### config.mk
export PLATFORM = sky130hd
export DESIGN_NAME = vga_pattern_gen
export DESIGN_NICKNAME = d
export VERILOG_FILES = /design/src/rtl/vga_pattern_gen.sv
export SDC_FILE = /design/constraint.sdc
export NUM_CORES = 1
export LEC_CHECK = 0
export BUFFER_PORTS_ARGS = -buffer_cell sky130_fd_sc_hd__buf_4
export CAP_MARGIN = 30
export CORE_ASPECT_RATIO = 2
export CORE_MARGIN = 2
export CORE_UTILIZATION = 50
export CTS_CLUSTER_DIAMETER = 30
export DETAILED_ROUTE_END_ITERATION = 16
export PLACE_DENSITY = 0.72
export SKIP_LAST_GASP = 1
export SYNTH_ARGS = -nofsm -noshare
export SYNTH_HDL_FRONTEND = slang
export SYNTH_SLANG_ARGS = --single-unit
### constraint.sdc
create_clock -name clk -period 3.5 [get_ports clk]
set_input_delay 0.7 -clock clk [delete_from_list [all_inputs] [get_ports clk]]
set_output_delay 0.7 -clock clk [all_outputs]
set_load 0.05 [all_outputs]
### src/rtl/vga_pattern_gen.sv
// Parametrised VGA timing and test-pattern generator: solid, colour bars, checkerboard, gradient.
// Define PATTERN_SCROLL_EN to scroll the bar and checker patterns left one pixel per frame.
module vga_pattern_gen #(
   parameter int H_ACTIVE   = 800,
   parameter int H_FP       = 56,
   parameter int H_SYNC     = 120,
   parameter int H_BP       = 64,
   parameter int V_ACTIVE   = 600,
   parameter int V_FP       = 37,
   parameter int V_SYNC     = 6,
   parameter int V_BP       = 23,
   parameter int H_SYNC_POL = 1,
   parameter int V_SYNC_POL = 1,
   parameter int CNT_W      = 11,
   parameter int COLOR_W    = 2,
   parameter int CHECK_LOG2 = 5,
   parameter int FRAME_W    = 8
) (
   input  logic                   clk,
   input  logic                   rst_n,
   input  logic [1:0]             mode_i,
   input  logic [3*COLOR_W-1:0]   solid_rgb_i,
   output logic [COLOR_W-1:0]     red_port,
   output logic [COLOR_W-1:0]     green_port,
   output logic [COLOR_W-1:0]     blue_port,
   output logic                   h_sync_in,
   output logic                   v_sync_in,
   output logic                   de_o,
   output logic [CNT_W-1:0]       h_count,
   output logic [CNT_W-1:0]       v_count,
   output logic                   frame_start_o,
   output logic [FRAME_W-1:0]     frame_count_o
);

   localparam int H_TOTAL = H_ACTIVE + H_FP + H_SYNC + H_BP;
   localparam int V_TOTAL = V_ACTIVE + V_FP + V_SYNC + V_BP;
   localparam int GW      = CNT_W + COLOR_W;

   localparam logic [CNT_W-1:0] H_LAST  = CNT_W'(H_TOTAL - 1);
   localparam logic [CNT_W-1:0] V_LAST  = CNT_W'(V_TOTAL - 1);
   localparam logic [CNT_W-1:0] H_ACT   = CNT_W'(H_ACTIVE);
   localparam logic [CNT_W-1:0] V_ACT   = CNT_W'(V_ACTIVE);
   localparam logic [CNT_W-1:0] H_SS    = CNT_W'(H_ACTIVE + H_FP);
   localparam logic [CNT_W-1:0] H_SE    = CNT_W'(H_ACTIVE + H_FP + H_SYNC);
   localparam logic [CNT_W-1:0] V_SS    = CNT_W'(V_ACTIVE + V_FP);
   localparam logic [CNT_W-1:0] V_SE    = CNT_W'(V_ACTIVE + V_FP + V_SYNC);
   localparam logic [CNT_W-1:0] BAR_W   = CNT_W'(H_ACTIVE / 8);
   localparam logic [CNT_W-1:0] BAR_MAX = CNT_W'(7);
   localparam logic             H_POL   = 1'(H_SYNC_POL);
   localparam logic             V_POL   = 1'(V_SYNC_POL);

   logic [CNT_W-1:0]     r_hc;
   logic [CNT_W-1:0]     r_vc;
   logic [1:0]           r_mode;
   logic [3*COLOR_W-1:0] r_solid;

   logic                 w_frameStart;
   logic [1:0]           w_mode;
   logic [3*COLOR_W-1:0] w_solid;
   logic [FRAME_W-1:0]   w_frameNext;
   logic                 w_de;
   logic                 w_hSync;
   logic                 w_vSync;
   logic [CNT_W-1:0]     w_x;
   logic [CNT_W-1:0]     w_barRaw;
   logic [2:0]           w_barIdx;
   logic                 w_checker;
   logic [COLOR_W-1:0]   w_gradR;
   logic [COLOR_W-1:0]   w_gradG;
   logic [3*COLOR_W-1:0] w_rgb;

   always_ff @(posedge clk or negedge rst_n) begin
      if (!rst_n) begin
         r_hc <= '0;
         r_vc <= '0;
      end else if (r_hc == H_LAST) begin
         r_hc <= '0;
         r_vc <= (r_vc == V_LAST) ? '0 : r_vc + 1'b1;
      end else begin
         r_hc <= r_hc + 1'b1;
      end
   end

   // The frame-start pixel already uses the freshly sampled mode/colour, so switches land cleanly on (0,0).
   assign w_frameStart = (r_hc == '0) && (r_vc == '0);
   assign w_mode       = w_frameStart ? mode_i : r_mode;
   assign w_solid      = w_frameStart ? solid_rgb_i : r_solid;
   assign w_frameNext  = w_frameStart ? frame_count_o + 1'b1 : frame_count_o;

   always_ff @(posedge clk or negedge rst_n) begin
      if (!rst_n) begin
         r_mode  <= '0;
         r_solid <= '0;
      end else if (w_frameStart) begin
         r_mode  <= mode_i;
         r_solid <= solid_rgb_i;
      end
   end

   assign w_de    = (r_hc < H_ACT) && (r_vc < V_ACT);
   assign w_hSync = ((r_hc >= H_SS) && (r_hc < H_SE)) ? H_POL : ~H_POL;
   assign w_vSync = ((r_vc >= V_SS) && (r_vc < V_SE)) ? V_POL : ~V_POL;

`ifdef PATTERN_SCROLL_EN
   localparam int SW = CNT_W + FRAME_W;
   logic [SW-1:0] w_sum;
   assign w_sum = SW'(r_hc) + SW'(w_frameNext);
   assign w_x   = CNT_W'(w_sum % SW'(H_ACTIVE));
`else
   assign w_x = r_hc;
`endif

   assign w_barRaw  = w_x / BAR_W;
   assign w_barIdx  = (w_barRaw > BAR_MAX) ? 3'd7 : w_barRaw[2:0];
   assign w_checker = w_x[CHECK_LOG2] ^ r_vc[CHECK_LOG2];
   assign w_gradR   = COLOR_W'({r_hc, {COLOR_W{1'b0}}} / GW'(H_ACTIVE));
   assign w_gradG   = COLOR_W'({r_vc, {COLOR_W{1'b0}}} / GW'(V_ACTIVE));

   // Bar order white..black maps to R=~idx[1], G=~idx[2], B=~idx[0].
   always_comb begin
      w_rgb = '0;
      if (w_de) begin
         case (w_mode)
            2'd0:    w_rgb = w_solid;
            2'd1:    w_rgb = {{COLOR_W{~w_barIdx[1]}}, {COLOR_W{~w_barIdx[2]}}, {COLOR_W{~w_barIdx[0]}}};
            2'd2:    w_rgb = {(3*COLOR_W){w_checker}};
            default: w_rgb = {w_gradR, w_gradG, w_frameNext[COLOR_W-1:0]};
         endcase
      end
   end

   always_ff @(posedge clk or negedge rst_n) begin
      if (!rst_n) begin
         h_count       <= '0;
         v_count       <= '0;
         de_o          <= 1'b0;
         h_sync_in     <= ~H_POL;
         v_sync_in     <= ~V_POL;
         red_port      <= '0;
         green_port    <= '0;
         blue_port     <= '0;
         frame_start_o <= 1'b0;
         frame_count_o <= '0;
      end else begin
         h_count                           <= r_hc;
         v_count                           <= r_vc;
         de_o                              <= w_de;
         h_sync_in                         <= w_hSync;
         v_sync_in                         <= w_vSync;
         {red_port, green_port, blue_port} <= w_rgb;
         frame_start_o                     <= w_frameStart;
         frame_count_o                     <= w_frameNext;
      end
   end

endmodule

==> results of run 1 <==
[cells in the mapped netlist, types with 8 or more instances]
library cell  instances  share of area
a211oi_1              8          0.012
a21o_1                8          0.012
a21oi_1              28          0.029
a31oi_1               9          0.012
and3_1                9          0.012
buf_2                15          0.016
clkbuf_1             15          0.012
dfrtp_1              70           0.36
ha_1                 11          0.028
inv_1                20          0.016
mux2_2               10          0.023
nand2_1              39          0.030
nand2b_1              9          0.012
nand3_1              21          0.022
nor2_1               38          0.030
nor3_1               20          0.021
o21ai_0              30          0.031
or3_1                 9          0.012
xnor2_1              20          0.036
[final cells by class]
type,instances,area (um2),share of cell area
multi-input combinational,413,2929,0.4926
sequential,70,1752,0.2946
timing repair buffer,102,765.7,0.1288
clock buffer,10,239.0,0.04019
tap,104,130.1,0.02189
inverter,21,78.83,0.01326
clock inverter,6,51.30,0.008628
[kinds of logic (layout without fill, tap and decap cells)]
group | after synthesis | count (layout) | share of synthesized area
AND/OR/NAND/NOR | 186 | 186 | 0.2063
AO/OA/AOI/OAI | 171 | 171 | 0.2598
flip-flops | 70 | 70 | 0.3623
buffers and inverters | 57 | 139 | 0.05357
XOR/XNOR | 27 | 27 | 0.04891
multiplexers | 18 | 18 | 0.04063
adder cells (fa/ha/maj) | 11 | 11 | 0.02847
[power by group]
part	internal, mW	switching [mW]
logic	0.0302	0.0585
registers	0.820	0.00327
clock network	0.510	0.369
total	1.36	0.431
[critical path, stage by stage (launching register included)]
cell	delay, ns
dfrtp_1	0.46
buf_4	0.23
and3b_1	0.23
o22ai_1	0.14
a2111oi_1	0.61
a31oi_2	0.27
or3_1	0.44
o41ai_4	0.07
or3b_4	0.18
o2111ai_1	0.14
o32ai_2	0.24
o21ai_0	0.13
o311a_1	0.12
[layer usage]
| metal | GRT usage | up-vias | share of wire |
|---|---|---|---|
| met2 | 0.5028 | 106 | 0.58 |
| li1 | - | 2154 | - |
| met5 | 0 | - | 0 |
| met1 | 0.2557 | 2153 | 0.35 |
| met4 | 0.1569 | 0 | 0.048 |
| met3 | 0.03387 | 45 | 0.027 |
[final timing paths]
| kind | startpoint | endpoint | slack (ns) |
|---|---|---|---|
| min reg2reg | frame_count_o[7]$_DFFE_PN0P_ | frame_count_o[7]$_DFFE_PN0P_ | 0.46 |
| max reg2reg | r_hc[8]$_DFF_PN0_ | blue_port[0]$_DFF_PN0_ | 0.11 |
| min in group asynchronous | rst_n | r_hc[8]$_DFF_PN0_ | 0.47 |
| max | r_hc[8]$_DFF_PN0_ | blue_port[0]$_DFF_PN0_ | 0.11 |
| max in group asynchronous | rst_n | frame_count_o[2]$_DFFE_PN0P_ | 2.44 |
| min | frame_count_o[7]$_DFFE_PN0P_ | frame_count_o[7]$_DFFE_PN0P_ | 0.46 |
[what timing repair did]
action | CTS | global route
setup endpoints to repair | 0 | 4
resized for setup | 0 | 18
endpoints found under the hold margin | 0 | 0
[state kept, by name, summed over array words and instances, names as in the netlist]
| register | flops |
|---|---|
| h_count | 11 |
| r_hc | 11 |
| r_vc | 11 |
| v_count | 11 |
| frame_count_o | 8 |
| r_solid | 6 |
| blue_port | 2 |
| green_port | 2 |
| r_mode | 2 |
| red_port | 2 |
| de_o | 1 |
| frame_start_o | 1 |
| h_sync_in | 1 |
| v_sync_in | 1 |
==> impl_metrics.yaml, run 1 <==
drt:
  drt_iter0_drc: 203
  totalWireLength_mm: 13.16
  via_per_inst: 6.140
  route.detailed.drc: 0
  drt_first_pass_iters: 6
  drt.antenna.violating_nets: 0
  wl_per_cell_um: 18.12
  via_count: 4458
worst_setup_path:
  cp.required_ns: 3.72
  crit_path_end_kind: "register"
  worstRegToRegCells: 12
  cp.arrival_ns: 3.61
  start_kind: "register"
  criticalPathCategory: "register to register"
  path_max_fanout: 11
timing:
  drv_slew: 0
  fmax_mhz: 295.2
  period_minus_slack_ns: 3.388
  worst_slack_ns: 0.1122
  finalHoldViolations: 0
  fin_setup_tns_ns: 0
  setup-violations-final: 0
  worst_pin_slew_ns: 0.8799
  whs_ns: 0.4648
  rsz0062_at_grt: "yes"
  fin_skew_ns: 0.006814
  period_share: 0.9679
  slew_headroom: 0.4134
final_layout:
  layout_commonest_cell: "buf_4"
  drive_above_1_share: 0.2717
  fillers: 816
  nets: 638
  final_core_utilization: 0.6336
  design_area_um2: 5946
  stdcell_count: 726
  antenna_cells: 0
  area_growth_syn_to_layout_pct: 22.98
  final_cell_mix: "buf_4, dfrtp_1, nand2_1"
clocking:
  clk-insertion-delay-late_ns: 0.34
  root_buffer: "clkbuf_16"
  numCtsBuffers: 9
  path_clk_slew_ns: 0.06
  htreeDepth: 3
  clock_path_buffers: 2
  clock-sinks: 70
  postCtsSetupRepairBufs: 0
  cts_tree: "built"
  ctsHoldBuffers: 0
yosys:
  syn_area_per_cell_um2: 8.953
  synth_fp_nets: 561
  async_reset_ff_frac: 1.000
  synth_warnings: 0
  synthFlopType: "dfrtp_1"
  netlist_instances: 540
  ys_types: 87
  synth-seq-cells: 70
  synth_area_um2: 4835
  synth_edf_count: 0
  ys_seq_area_frac: 0.3623
placement:
  gp_congestion: 0.9366
  placedCellCount: 710
  io_buffers: 49
  post-place-ws_ns: 0.04548
  place_area_um2: 5550
  dpl.hpwl_mm: 10.15
global_route:
  grt_use_total: 0.2643
  grt_pass1_vias: 4503
  grt_max_degree: 71
  grt_pass1_wl_mm: 21.41
  overflow: 0
  antenna_found_initial: 0
floorplanning:
  core_um2: 9384
  placement_rows: 50
  die_y_um: 143.1
  dieArea_um2: 10520
  die_x_um: 73.53
  top_level_ports: 50
  initial_core_util: 0.5152
power_and_ir_drop:
  p_leak_nw: 2.609
  ir_worst_vdd_mv: 0.2535
  powerDensity_nw_per_um2: 301.1
  total_power_mw: 1.790
job:
  drv_cap: 0
min_path:
  hp-class: "register to register"
  hold_depth: 1
run_status:
  status: "completed"
(Power assumes the default switching activity.)
==> run 2, diff against run 1 <==
--- a/config.mk
+++ b/config.mk
@@ -12,6 +12,7 @@
 export CORE_UTILIZATION = 50
 export CTS_CLUSTER_DIAMETER = 30
 export DETAILED_ROUTE_END_ITERATION = 16
+export HOLD_SLACK_MARGIN = 0.06
 export PLACE_DENSITY = 0.72
 export SKIP_LAST_GASP = 1
 export SYNTH_ARGS = -nofsm -noshare
==> constraint.sdc (replaced) <==
create_clock -name clk -period 3.5 [get_ports clk]
set_input_delay 0.175 -clock clk [delete_from_list [all_inputs] [get_ports clk]]
set_output_delay 0.175 -clock clk [all_outputs]
set_load 0.05 [all_outputs]
==> impl_metrics.yaml, run 2 (synthesized netlist as in run 1, its figures left out) <==
timing:
  whs_ns: 0.08908
  worst_slack_ns: 0.1335
  worst_pin_slew_ns: 0.8887
  fin_skew_ns: 0.006892
  drv_slew: 0
  period_share: 0.9618
  rsz0062_at_grt: "yes"
  period_minus_slack_ns: 3.366
  setup-violations-final: 0
  fmax_mhz: 297.0
  finalHoldViolations: 0
  slew_headroom: 0.4075
power_and_ir_drop:
  ir_worst_vdd_mv: 0.2535
  powerDensity_nw_per_um2: 300.4
  p_leak_nw: 2.613
worst_setup_path:
  crit_path_end_kind: "register"
  crit_path_frequent_cell: "o21ai_1"
  critical_path.cell_chain: "inv_1 > ha_1 > or4b_4 > nor2_2 > o21ai_1 > nor3b_2 > or3_4 > o2111ai_2 > or3b_4 > o2111ai_1 > o32ai_2 > o21ai_1 > o311a_1"
  criticalPathCategory: "register to register"
  path_max_fanout: 9
  start_kind: "register"
  worst_path_max_delay_cell: "or4b_4"
  cp.arrival_ns: 3.64
  path_buf_inv: 1
  cp.required_ns: 3.77
  cpPeakStageDelay_ns: 0.54
  critPathTopFamily: "simple AND/OR/NAND/NOR gates"
clocking:
  numCtsBuffers: 9
  clock_path_buffers: 2
  postCtsSetupRepairBufs: 0
  cts_tree: "built"
  clock-sinks: 70
  root_buffer: "clkbuf_16"
  htreeDepth: 3
  clk-insertion-delay-late_ns: 0.34
  path_clk_slew_ns: 0.06
run_status:
  status: "completed"
placement:
  place_area_um2: 5550
  dpl.hpwl_mm: 10.15
  gp_congestion: 0.9366
  io_buffers: 49
  post-place-ws_ns: 0.04548
  placedCellCount: 710
floorplanning:
  die_x_um: 73.53
  top_level_ports: 50
  die_y_um: 143.1
  dieArea_um2: 10520
  placement_rows: 50
  core_um2: 9384
  initial_core_util: 0.5152
final_layout:
  design_area_um2: 5956
  antenna_cells: 0
  stdcell_count: 727
  fillers: 814
  layout_commonest_cell: "buf_4"
  final_cell_mix: "buf_4, dfrtp_1, nand2_1"
  drive_above_1_share: 0.2713
  nets: 639
  area_growth_syn_to_layout_pct: 23.19
  final_core_utilization: 0.6347
drt:
  drt_iter0_drc: 196
  totalWireLength_mm: 13.19
  drt_first_pass_iters: 4
  via_count: 4436
  route.detailed.drc: 0
  via_per_inst: 6.102
  drt.antenna.violating_nets: 0
  wl_per_cell_um: 18.15
global_route:
  grt_max_degree: 71
  antenna_found_initial: 0
  grt_pass1_vias: 4509
  overflow: 0
  grt_use_total: 0.2641
  grt_pass1_wl_mm: 21.41
min_path:
  hp-class: "input pin to register"
job:
  drv_cap: 0
run 2: report_power, final:
group / switching, mW / internal, mW / total, mW / leakage [nW]
Clock: 0.367 / 0.509 / 0.876 / 0.140
Sequential: 0.00325 / 0.820 / 0.823 / 0.910
Combinational: 0.0589 / 0.0310 / 0.0898 / 1.56
Total: 0.429 / 1.36 / 1.79 / 2.61
run 2: what timing repair did:
action | in CTS | in global routing
hold buffers | 1 | 0
hold endpoints to repair | 70 | 0
endpoints found under the setup margin | 0 | 4
gates resized for setup | 0 | 18
run 2: layout make-up:
type	instances	area, um2	share of cell area
clock inverter	6	51.30	0.008613
tap	104	130.1	0.02185
inverter	21	78.83	0.01324
sequential	70	1752	0.2941
timing repair buffer	103	775.7	0.1303
multi-input combinational	413	2929	0.4918
clock buffer	10	239.0	0.04013
run 2: per-layer routing:
| metal | track usage | wire length [um] | share of wire | vias up |
|---|---|---|---|---|
| met5 | 0 | 0 | 0 | - |
| met4 | 0.1569 | 553 | 0.042 | 0 |
| met2 | 0.5028 | 7661 | 0.58 | 85 |
| met3 | 0.03387 | 310 | 0.023 | 39 |
| li1 | - | - | - | 2160 |
| met1 | 0.2553 | 4666 | 0.35 | 2152 |
run 2: path summary, 6_finish.rpt:
path | to | slack [ns] | cells after the start | start
worst max register to register | blue_port[1]$_DFF_PN0_ | 0.13 | 13 | r_hc[0]$_DFF_PN0_
worst min register to register | frame_count_o[7]$_DFFE_PN0P_ | 0.47 | 1 | frame_count_o[7]$_DFFE_PN0P_
min in group asynchronous | h_count[6]$_DFF_PN0_ | 0.49 | 2 | rst_n
max in group asynchronous | frame_count_o[2]$_DFFE_PN0P_ | 2.40 | 2 | rst_n
worst max-delay path | blue_port[1]$_DFF_PN0_ | 0.13 | 13 | r_hc[0]$_DFF_PN0_
worst min-delay path | r_solid[0]$_DFF_PN0_ | 0.09 | 2 | solid_rgb_i[0]
run 2: per-stage QoR:
stage,power (mW),TNS [ns]
after floorplan,0.8816,0
after global placement,0.9250,0
after detailed placement,0.9272,0
after CTS,1.812,0
after global routing,1.850,-0.1039
final,1.789,0
==> run 3, diff against run 2 <==
--- a/config.mk
+++ b/config.mk
@@ -14,6 +14,7 @@
 export DETAILED_ROUTE_END_ITERATION = 16
 export HOLD_SLACK_MARGIN = 0.06
 export PLACE_DENSITY = 0.72
+export SETUP_SLACK_MARGIN = 0.5
 export SKIP_LAST_GASP = 1
 export SYNTH_ARGS = -nofsm -noshare
 export SYNTH_HDL_FRONTEND = slang
==> impl_metrics.yaml, run 3 (synthesized netlist as in run 1, its figures left out) <==
timing:
  period_share: 0.9235
  whs_ns: 0.09958
  fin_skew_ns: 0.007424
  worst_slack_ns: 0.2678
  setup-violations-final: 0
  slew_headroom: 0.4007
  fin_setup_tns_ns: 0
  finalHoldViolations: 0
  worst_pin_slew_ns: 0.8989
  rsz0062_at_grt: "yes"
  fmax_mhz: 309.4
  drv_slew: 0
  period_minus_slack_ns: 3.232
drt:
  drt_first_pass_iters: 5
  drt-met1-wl_mm: 4.925
  route.detailed.drc: 0
  via_count: 4688
  drt_iter0_drc: 272
  wl_per_cell_um: 19.38
  met2_length_mm: 8.079
  dr_wl_met3_um: 488
  drt.antenna.violating_nets: 0
  totalWireLength_mm: 14.30
  via_per_inst: 6.352
  highest_layer: "met4"
floorplanning:
  core_um2: 9384
  die_x_um: 73.53
  placement_rows: 50
  top_level_ports: 50
  initial_core_util: 0.5152
  dieArea_um2: 10520
  die_y_um: 143.1
final_layout:
  antenna_cells: 0
  design_area_um2: 6260
  layout_commonest_cell: "buf_4"
  final_cell_mix: "buf_4, dfrtp_1, nand2_1"
  final_core_utilization: 0.6671
  drive_above_1_share: 0.3438
  stdcell_count: 738
  area_growth_syn_to_layout_pct: 29.48
  nets: 650
worst_setup_path:
  criticalPathCategory: "register to register"
  critical_path.cell_chain: "inv_2 > ha_4 > or4b_4 > nor4_4 > a211oi_2 > o21ai_2 > xnor2_4 > buf_6 > buf_4 > o22ai_1 > o2111ai_2 > o32ai_2 > o21ai_1 > o311a_1"
  crit_path_end_kind: "register"
  path_max_fanout: 7
  rr_endpoint: "blue_port[1]$_DFF_PN0_"
  worstRegToRegCells: 14
  regToRegStartpoint: "r_hc[0]$_DFF_PN0_"
  cp.arrival_ns: 3.45
  r2r_slack_ns: 0.27
  cpPeakStageDelay_ns: 0.50
  start_kind: "register"
  cp.required_ns: 3.71
  worst_path_max_delay_cell: "or4b_4"
power_and_ir_drop:
  ir_worst_vdd_mv: 0.2092
  powerDensity_nw_per_um2: 280.9
  p_leak_nw: 2.630
  total_power_mw: 1.758
global_route:
  overflow: 0
  grt_pass1_wl_mm: 23.06
  grt_pass1_vias: 4840
  antenna_found_initial: 0
  grt_max_degree: 71
  grt_use_total: 0.2826
run_status:
  status: "completed"
min_path:
  hp-class: "input pin to register"
  hold_depth: 2
  holdPathEnd: "r_solid[0]$_DFF_PN0_"
  holdCritStartpoint: "solid_rgb_i[0]"
placement:
  gp_congestion: 0.9454
  post-place-ws_ns: 0.1019
  place_area_um2: 5569
  io_buffers: 49
  dpl.hpwl_mm: 10.09
  placedCellCount: 698
clocking:
  root_buffer: "clkbuf_16"
  clock-sinks: 70
  htreeDepth: 3
  path_clk_slew_ns: 0.06
  numCtsBuffers: 9
  cts_tree: "built"
  clk-insertion-delay-late_ns: 0.34
  clock_path_buffers: 2
job:
  drv_cap: 0
-- run 3: cell type report --
class                   count  area [um2]
multi-input cells         414        3157
fillers                   755        3124
flip-flops and latches     70        1758
repair buffers            113       858.3
clock buffers              10       229.0
well taps                 104       130.1
inverters                  21       80.08
clock inverters             6       47.55
-- run 3: metal layers --
layer  global-route usage  vias to the layer above
met5                    0                        -
li1                     -                     2177
met3              0.04799                       54
met4               0.1828                        0
met2               0.5249                      151
met1               0.2712                     2306
-- run 3: where the power goes --
group,total (mW),switching (mW),internal [mW]
clock,0.844,0.360,0.484
combinational,0.0911,0.0602,0.0310
sequential,0.823,0.00292,0.820
total,1.76,0.423,1.33
-- run 3: repair_timing --
action / 4_1_cts / 5_1_grt
gates resized for setup: 37 / 16
pin swaps: 24 / 14
gates cloned: 1 / 0
hold buffers: 1 / 0
endpoints found under the setup margin: 6 / 6
endpoints found under the hold margin: 70 / 0
setup buffers: 16 / 6
-- run 3: worst max-delay path, delay by kind of cell, from the launching register on --
family	cells	cell delay [ns]
and+or+nand+nor	2	0.70
adders and majority gates	1	0.15
xor gates and xnor gates	1	0.17
AOI/OAI and AO/OA	7	1.27
buffers and inverters	3	0.42
DFF	1	0.39
-- run 3: worst max path at each step --
stage                                         end                start  depth (start not counted)  slack (ns)
final                      blue_port[1]$_DFF_PN0_    r_hc[0]$_DFF_PN0_                         14        0.27
after CTS                  blue_port[1]$_DFF_PN0_    r_hc[0]$_DFF_PN0_                         14        0.28
after global placement      red_port[0]$_DFF_PN0_    r_hc[3]$_DFF_PN0_                         12        0.18
after global routing      green_port[0]$_DFF_PN0_  r_vc[5]$_DFFE_PN0N_                         12        0.04
after floorplan           green_port[0]$_DFF_PN0_  r_vc[8]$_DFFE_PN0N_                         13        0.34
after detailed placement   blue_port[1]$_DFF_PN0_    r_hc[7]$_DFF_PN0_                         11        0.10
